--- src/rtl/mat_mult_pkg.sv ---
// Shared types and helpers for the sequential matrix multiplier.
// Latency: n/a (package only).
// Backpressure: n/a (package only).
package mat_mult_pkg;

  typedef enum logic [1:0] {
    IDLE    = 2'd0,
    COMPUTE = 2'd1,
    DONE    = 2'd2
  } state_t;

  // Upper bounds for the width-generic helpers below; DATA_W must stay <= MAX_DATA_W.
  localparam int MAX_DATA_W = 32;
  localparam int MAX_ACC_W  = 64;

  // N products of two DATA_W values never exceed 2*DATA_W + clog2(N) bits.
  function automatic int acc_width(input int n, input int data_w);
    return 2 * data_w + $clog2(n);
  endfunction

  // Reduce a full-precision sum to a data_w-bit element: clamp when mode=1, else keep low bits.
  function automatic logic [MAX_DATA_W-1:0] sat_or_wrap(input logic [MAX_ACC_W-1:0] sum,
                                                        input logic                 mode,
                                                        input int                   data_w);
    logic [MAX_ACC_W-1:0] lim;
    lim = (MAX_ACC_W'(1) << data_w) - MAX_ACC_W'(1);
    if (mode && (sum > lim)) return MAX_DATA_W'(lim);
    return MAX_DATA_W'(sum & lim);
  endfunction

  // Element slot of [i][j] counted from the LSB end; [0][0] occupies the MSBs.
  function automatic int elem_idx(input int i, input int j, input int n);
    return n * n - 1 - (i * n + j);
  endfunction

endpackage

--- src/rtl/mat_mult_seq_mac.sv ---
// Single multiply-accumulate slice: sum = acc + a*b, acc <= sum when enabled.
// Latency: sum is combinational, acc updates on the next rising edge.
// Backpressure: none; the caller gates progress with en and clr.
// Ports: clk/reset (sync, active-high), clr (clears acc, wins over en), en (accumulate),
//        a/b (DATA_W operands), sum (acc + a*b, combinational), acc (registered partial sum).
module mac_unit #(
  parameter int DATA_W = 8,
  parameter int ACC_W  = 17
) (
  input  logic              clk,
  input  logic              reset,
  input  logic              clr,
  input  logic              en,
  input  logic [DATA_W-1:0] a,
  input  logic [DATA_W-1:0] b,
  output logic [ACC_W-1:0]  sum,
  output logic [ACC_W-1:0]  acc
);

  assign sum = acc + (ACC_W'(a) * ACC_W'(b));

  always_ff @(posedge clk) begin
    if (reset || clr) begin
      acc <= '0;
    end else if (en) begin
      acc <= sum;
    end
  end

endmodule

--- src/rtl/mat_mult_seq.sv ---
// Sequential N x N unsigned matrix multiply, one MAC per cycle, wrap or saturate per op.
// Latency: out_valid rises N^3+1 cycles after the input handshake edge.
// Backpressure: holds result in DONE until out_ready; in_ready only in IDLE, no overlap.
// Ports: clk, reset (sync, active-high); in_valid/in_ready with a_in, b_in, sat_mode;
//        out_valid/out_ready with result, ovf. Matrices are row-major, [0][0] in the MSBs.
module mat_mult_seq
  import mat_mult_pkg::*;
#(
  parameter int N      = 2,
  parameter int DATA_W = 8,
  parameter int ACC_W  = acc_width(N, DATA_W)
) (
  input  logic                  clk,
  input  logic                  reset,
  input  logic                  in_valid,
  output logic                  in_ready,
  input  logic [N*N*DATA_W-1:0] a_in,
  input  logic [N*N*DATA_W-1:0] b_in,
  input  logic                  sat_mode,
  output logic                  out_valid,
  input  logic                  out_ready,
  output logic [N*N*DATA_W-1:0] result,
  output logic                  ovf
);

  localparam int               IDX_W = $clog2(N);
  localparam int               VEC_W = N * N * DATA_W;
  localparam logic [IDX_W-1:0] LAST  = IDX_W'(N - 1);

  state_t            state_q, state_d;
  logic [VEC_W-1:0]  a_q, b_q, result_q;
  logic              sat_q, ovf_q;
  logic [IDX_W-1:0]  i_q, j_q, k_q;
  logic [DATA_W-1:0] a_elem, b_elem, wr_val;
  logic [ACC_W-1:0]  sum, acc_unused;
  logic              accept, computing, k_last, last_elem, mac_clr, elem_ovf;

  assign accept    = in_valid && in_ready;
  assign computing = (state_q == COMPUTE);
  assign k_last    = (k_q == LAST);
  assign last_elem = k_last && (j_q == LAST) && (i_q == LAST);
  // The accumulator restarts at every acceptance and after each element write.
  assign mac_clr   = accept || (computing && k_last);
  assign elem_ovf  = |sum[ACC_W-1:DATA_W];
  assign wr_val    = DATA_W'(sat_or_wrap(MAX_ACC_W'(sum), sat_q, DATA_W));

  assign result = result_q;
  assign ovf    = ovf_q;

  // Operand select: A[i][k] and B[k][j] from the latched packed matrices.
  always_comb begin
    a_elem = '0;
    b_elem = '0;
    for (int r = 0; r < N; r++) begin
      for (int c = 0; c < N; c++) begin
        if (i_q == IDX_W'(r) && k_q == IDX_W'(c)) a_elem = a_q[elem_idx(r, c, N)*DATA_W +: DATA_W];
        if (k_q == IDX_W'(r) && j_q == IDX_W'(c)) b_elem = b_q[elem_idx(r, c, N)*DATA_W +: DATA_W];
      end
    end
  end

  mac_unit #(
    .DATA_W(DATA_W),
    .ACC_W (ACC_W)
  ) u_mac (
    .clk  (clk),
    .reset(reset),
    .clr  (mac_clr),
    .en   (computing),
    .a    (a_elem),
    .b    (b_elem),
    .sum  (sum),
    .acc  (acc_unused)
  );

  always_ff @(posedge clk) begin
    if (reset) state_q <= IDLE;
    else       state_q <= state_d;
  end

  always_comb begin
    state_d   = state_q;
    in_ready  = 1'b0;
    out_valid = 1'b0;
    case (state_q)
      IDLE: begin
        in_ready = 1'b1;
        if (in_valid) state_d = COMPUTE;
      end
      COMPUTE: begin
        if (last_elem) state_d = DONE;
      end
      DONE: begin
        out_valid = 1'b1;
        if (out_ready) state_d = IDLE;
      end
      default: state_d = IDLE;
    endcase
  end

  always_ff @(posedge clk) begin
    if (reset) begin
      a_q      <= '0;
      b_q      <= '0;
      sat_q    <= 1'b0;
      i_q      <= '0;
      j_q      <= '0;
      k_q      <= '0;
      result_q <= '0;
      ovf_q    <= 1'b0;
    end else if (accept) begin
      a_q   <= a_in;
      b_q   <= b_in;
      sat_q <= sat_mode;
      i_q   <= '0;
      j_q   <= '0;
      k_q   <= '0;
      ovf_q <= 1'b0;
    end else if (computing) begin
      if (k_last) begin
        // Final partial product lands here: commit element [i][j] from the full sum.
        for (int r = 0; r < N; r++) begin
          for (int c = 0; c < N; c++) begin
            if (i_q == IDX_W'(r) && j_q == IDX_W'(c)) begin
              result_q[elem_idx(r, c, N)*DATA_W +: DATA_W] <= wr_val;
            end
          end
        end
        if (elem_ovf) ovf_q <= 1'b1;
        k_q <= '0;
        if (j_q == LAST) begin
          j_q <= '0;
          i_q <= (i_q == LAST) ? '0 : i_q + IDX_W'(1);
        end else begin
          j_q <= j_q + IDX_W'(1);
        end
      end else begin
        k_q <= k_q + IDX_W'(1);
      end
    end
  end

endmodule

--- config.mk ---
export PLATFORM = sky130hd
export DESIGN_NAME = mat_mult_seq
export DESIGN_NICKNAME = d
export VERILOG_FILES = /design/src/rtl/mat_mult_pkg.sv /design/src/rtl/mat_mult_seq_mac.sv /design/src/rtl/mat_mult_seq.sv
export SDC_FILE = /design/constraint.sdc
export NUM_CORES = 1
export LEC_CHECK = 0
export ABC_AREA = 1
export CAP_MARGIN = 25
export CORE_MARGIN = 3
export CORE_UTILIZATION = 50
export CTS_CLUSTER_DIAMETER = 30
export DETAILED_ROUTE_END_ITERATION = 8
export PLACE_DENSITY = 0.72
export SYNTH_ARGS = -nofsm -noshare
export SYNTH_HDL_FRONTEND = slang
export SYNTH_SLANG_ARGS = --single-unit
export TNS_END_PERCENT = 1
--- constraint.sdc ---
create_clock -name clk -period 5.7 [get_ports clk]
set_input_delay 0.855 -clock clk [delete_from_list [all_inputs] [get_ports clk]]
set_output_delay 0.855 -clock clk [all_outputs]
set_load 0.005 [all_outputs]
==> impl_metrics.yaml <==
layout:
  fin_area_sq_mm: 0.00964
  final_util_pct: 65.1
  diodes: 0
  most-common-layout-cells: "nor2_1 (235), inv_1 (204), nand2_1 (163), dfxtp_1 (118), clkdlybuf4s50_1 (103)"
  fin_nets: 1355
  area_growth_syn_to_layout_pct: 25.1
  layout-drive-gt1-share_pct: 9.75
  final_common_cell: "nor2_1"
logic_synthesis:
  synthDistinctLibCells: 35
  synth-edff-count: 0
  synthesis.area_sq_mm: 0.00770
  synth_top_area_share_pct: 31.2
  synth.avg_cell_area_sq_um: 7.11
  ys_ff_latch: 120
  ys_seq_area_share_pct: 31.2
  syn-num-nets: 1240
  synth.area.top_cells: "dfxtp_1 (31%), fa_1 (13%), nor2_1 (12%)"
  synthCells: 1083
  async_flop_share_pct: 0
  ys.flop_type: "dfxtp_1"
  synth_top_cell_by_area: "dfxtp_1"
  synth_warnings: 0
clock_network:
  hold_buffers: 0
  htree_levels: 4
  cts_buffers: 17
  clock-sinks: 120
  clk_pin_slew_ps: 50
  tritoncts: "done"
  worstSkewPairLatency_ps: 420
  clock_path_buffers: 2
  root_buffer: "clkbuf_16"
place:
  dpl_worst_slack_ps: 128
  port_buffers: 103
  hpwl_um: 14600
  gp_congestion: 0.875
  dpl_cell_area_sq_mm: 0.00897
power_and_ir_drop:
  swShare_pct: 34.3
  p_seq_share_pct: 30.8
  p_leak_nw: 4.88
  ir_drop_mv: 0.249
  power.share.clock_pct: 36.0
  p_int_mw: 1.97
  combPwrFrac_pct: 33.3
  cellPowerDensity_mw_per_mm2: 311
  power_mw: 3.00
  p_sw_mw: 1.03
setup_path:
  end_kind: "flip-flop"
  arrival_ps: 5690
  worstSetupPathType: "reg2reg"
  cp-start-kind: "flip-flop"
  worstPathRequired_ps: 6020
  critPathMaxFanout: 8
worst_hold_path:
  hold_class: "reg2reg"
detailed_routing:
  firstDrtPassIters: 5
  drt_wl_total_um: 19600
  drtIter0Drc: 415
  drc: 0
  ant_nets: 0
  via_per_inst: 5.00
  vias: 6965
  avgRoutedWirePerCell_um: 14.1
status:
  outcome: "finished clean"
die:
  die_area_sq_mm: 0.0169
  pin_count: 104
  initial_utilization_pct: 52.0
  die_w_um: 130
  die_y_um: 130
  core_region_area_sq_mm: 0.0148
  rows: 44
sta:
  fin_crit_ps: 5380
  setup_violations: 0
  slew_violations: 0
  clock_skew_ps: 8.58
  worst_slew_pin_slew_ps: 662
  fin_crit_sh_pct: 94.3
  maxSlewHeadroom_pct: 55.7
  hold_viol_final: 0
  setup_slack_ps: 324
  max_freq_ghz: 0.186
global_routing:
  grt_pass1_wl_um: 32400
  grt_max_degree: 68
  grt_pass1_vias: 6860
  antenna_found_initial: 0
  grt_overflow: 0
  grt_use_total_pct: 24.1
run:
  drv_cap: 0
-- cell type report --
cell class | count | area [sq um]
fillers | 1295 | 5170
clock inverters | 8 | 123
flip-flops and latches | 120 | 2400
well taps | 184 | 230
clock buffers | 23 | 458
inverters | 215 | 807
multi-input cells | 714 | 4380
repair buffers | 130 | 1230
-- per-stage QoR --
step	hold WS [ps]	instances	setup TNS (ps)
5_1_grt	492	1394	-52.4
6_report	465	1394	0
3_3_place_gp	451	1360	0
4_1_cts	472	1391	0
2_1_floorplan	441	1083	0
3_5_place_dp	462	1360	0
-- registers in the layout, indices dropped and copies added (netlist names) --
| register | count |
|---|---|
| result | 32 |
| ovf | 1 |
| i_q | 1 |
| k_last | 1 |
| sat_q | 1 |
| a_q | 32 |
| state_q | 2 |
| b_q | 32 |
| j_q | 1 |
| u_mac.acc | 17 |
-- per-layer routing --
| metal | part of all wire (%) | vias to the layer above | track usage (%) | routed length, um |
|---|---|---|---|---|
| met5 | 0 | - | 0 | 0 |
| met4 | 1.4 | 0 | 7.09 | 270 |
| met3 | 4.4 | 24 | 4.54 | 861 |
| met2 | 48 | 173 | 39.4 | 9340 |
| li1 | - | 3522 | - | - |
| met1 | 47 | 3246 | 32.6 | 9160 |
-- power by group through the flow --
stage          clock (mW)  combinational [mW]  sequential (mW)
6_report             1.08               0.996            0.922
3_3_place_gp            0               0.945            0.936
3_5_place_dp            0               0.959            0.937
5_1_grt              1.13                1.13            0.927
2_1_floorplan           0               0.669            0.928
4_1_cts              1.09               0.964            0.920
-- worst max-delay path, cell delays in order, from the launching register on --
cell and delay, ps:
dfxtp_1 400, inv_1 120, nand2_2 160, buf_4 150
o22ai_1 90, nor2_2 260, nand2_1 110, fa_1 510
inv_1 50, fa_1 500, inv_1 50, fa_1 470
fa_1 540, inv_1 40, ha_1 330, or2_4 260
nand3_2 80, nand2_1 70, nand2_1 60, nand2_1 90
nor2_1 110, nand2_1 70, nor2_2 120, nand3_4 200
nand2_8 170, nand3_1 90, nand2_1 110, inv_1 50
-- final timing paths --
check,end,cells after the start,slack (ps),startpoint
max,result[9]$_SDFFE_PP0P_,27,320,j_q$_SDFFE_PP0P_
min,u_mac.acc[1]$_SDFFE_PP0N_,2,470,u_mac.acc[1]$_SDFFE_PP0N_
max reg2reg,result[9]$_SDFFE_PP0P_,27,320,j_q$_SDFFE_PP0P_
min reg2reg,u_mac.acc[1]$_SDFFE_PP0N_,2,470,u_mac.acc[1]$_SDFFE_PP0N_
-- cell usage after synthesis (2+ instances only) --
library cell,number
nor2_1,242
inv_1,204
nand2_1,170
dfxtp_1,120
o21ai_0,72
fa_1,50
nand3_1,40
ha_1,38
o22ai_1,32
clkbuf_1,21
a21oi_1,17
inv_2,11
nand2_2,8
nor2_2,8
buf_2,6
nand3_2,5
nor2_4,5
o21ai_1,4
a21oi_2,3
buf_1,3
buf_8,3
xnor2_1,3
nand2_4,2
nor3_4,2
o211ai_1,2
or2_4,2
xor2_1,2
-- cells by family (layout without fill, tap and decap cells) --
| family | Yosys count | count (layout) | share of synthesized area [%] |
|---|---|---|---|
| fa+ha+maj | 88 | 88 | 19.2 |
| xor+xnor | 5 | 5 | 0.568 |
| flops | 120 | 120 | 31.2 |
| buf+inv | 251 | 376 | 13.0 |
| compound gates | 133 | 133 | 9.47 |
| simple gates | 486 | 488 | 26.6 |
-- repair_timing --
item                                    4_1_cts  5_1_grt
endpoints found under the setup margin        0       32
buffers inserted                              0        1
hold endpoints to repair                      0        0
resized for setup                             0       19
(Power assumes the default switching activity.)
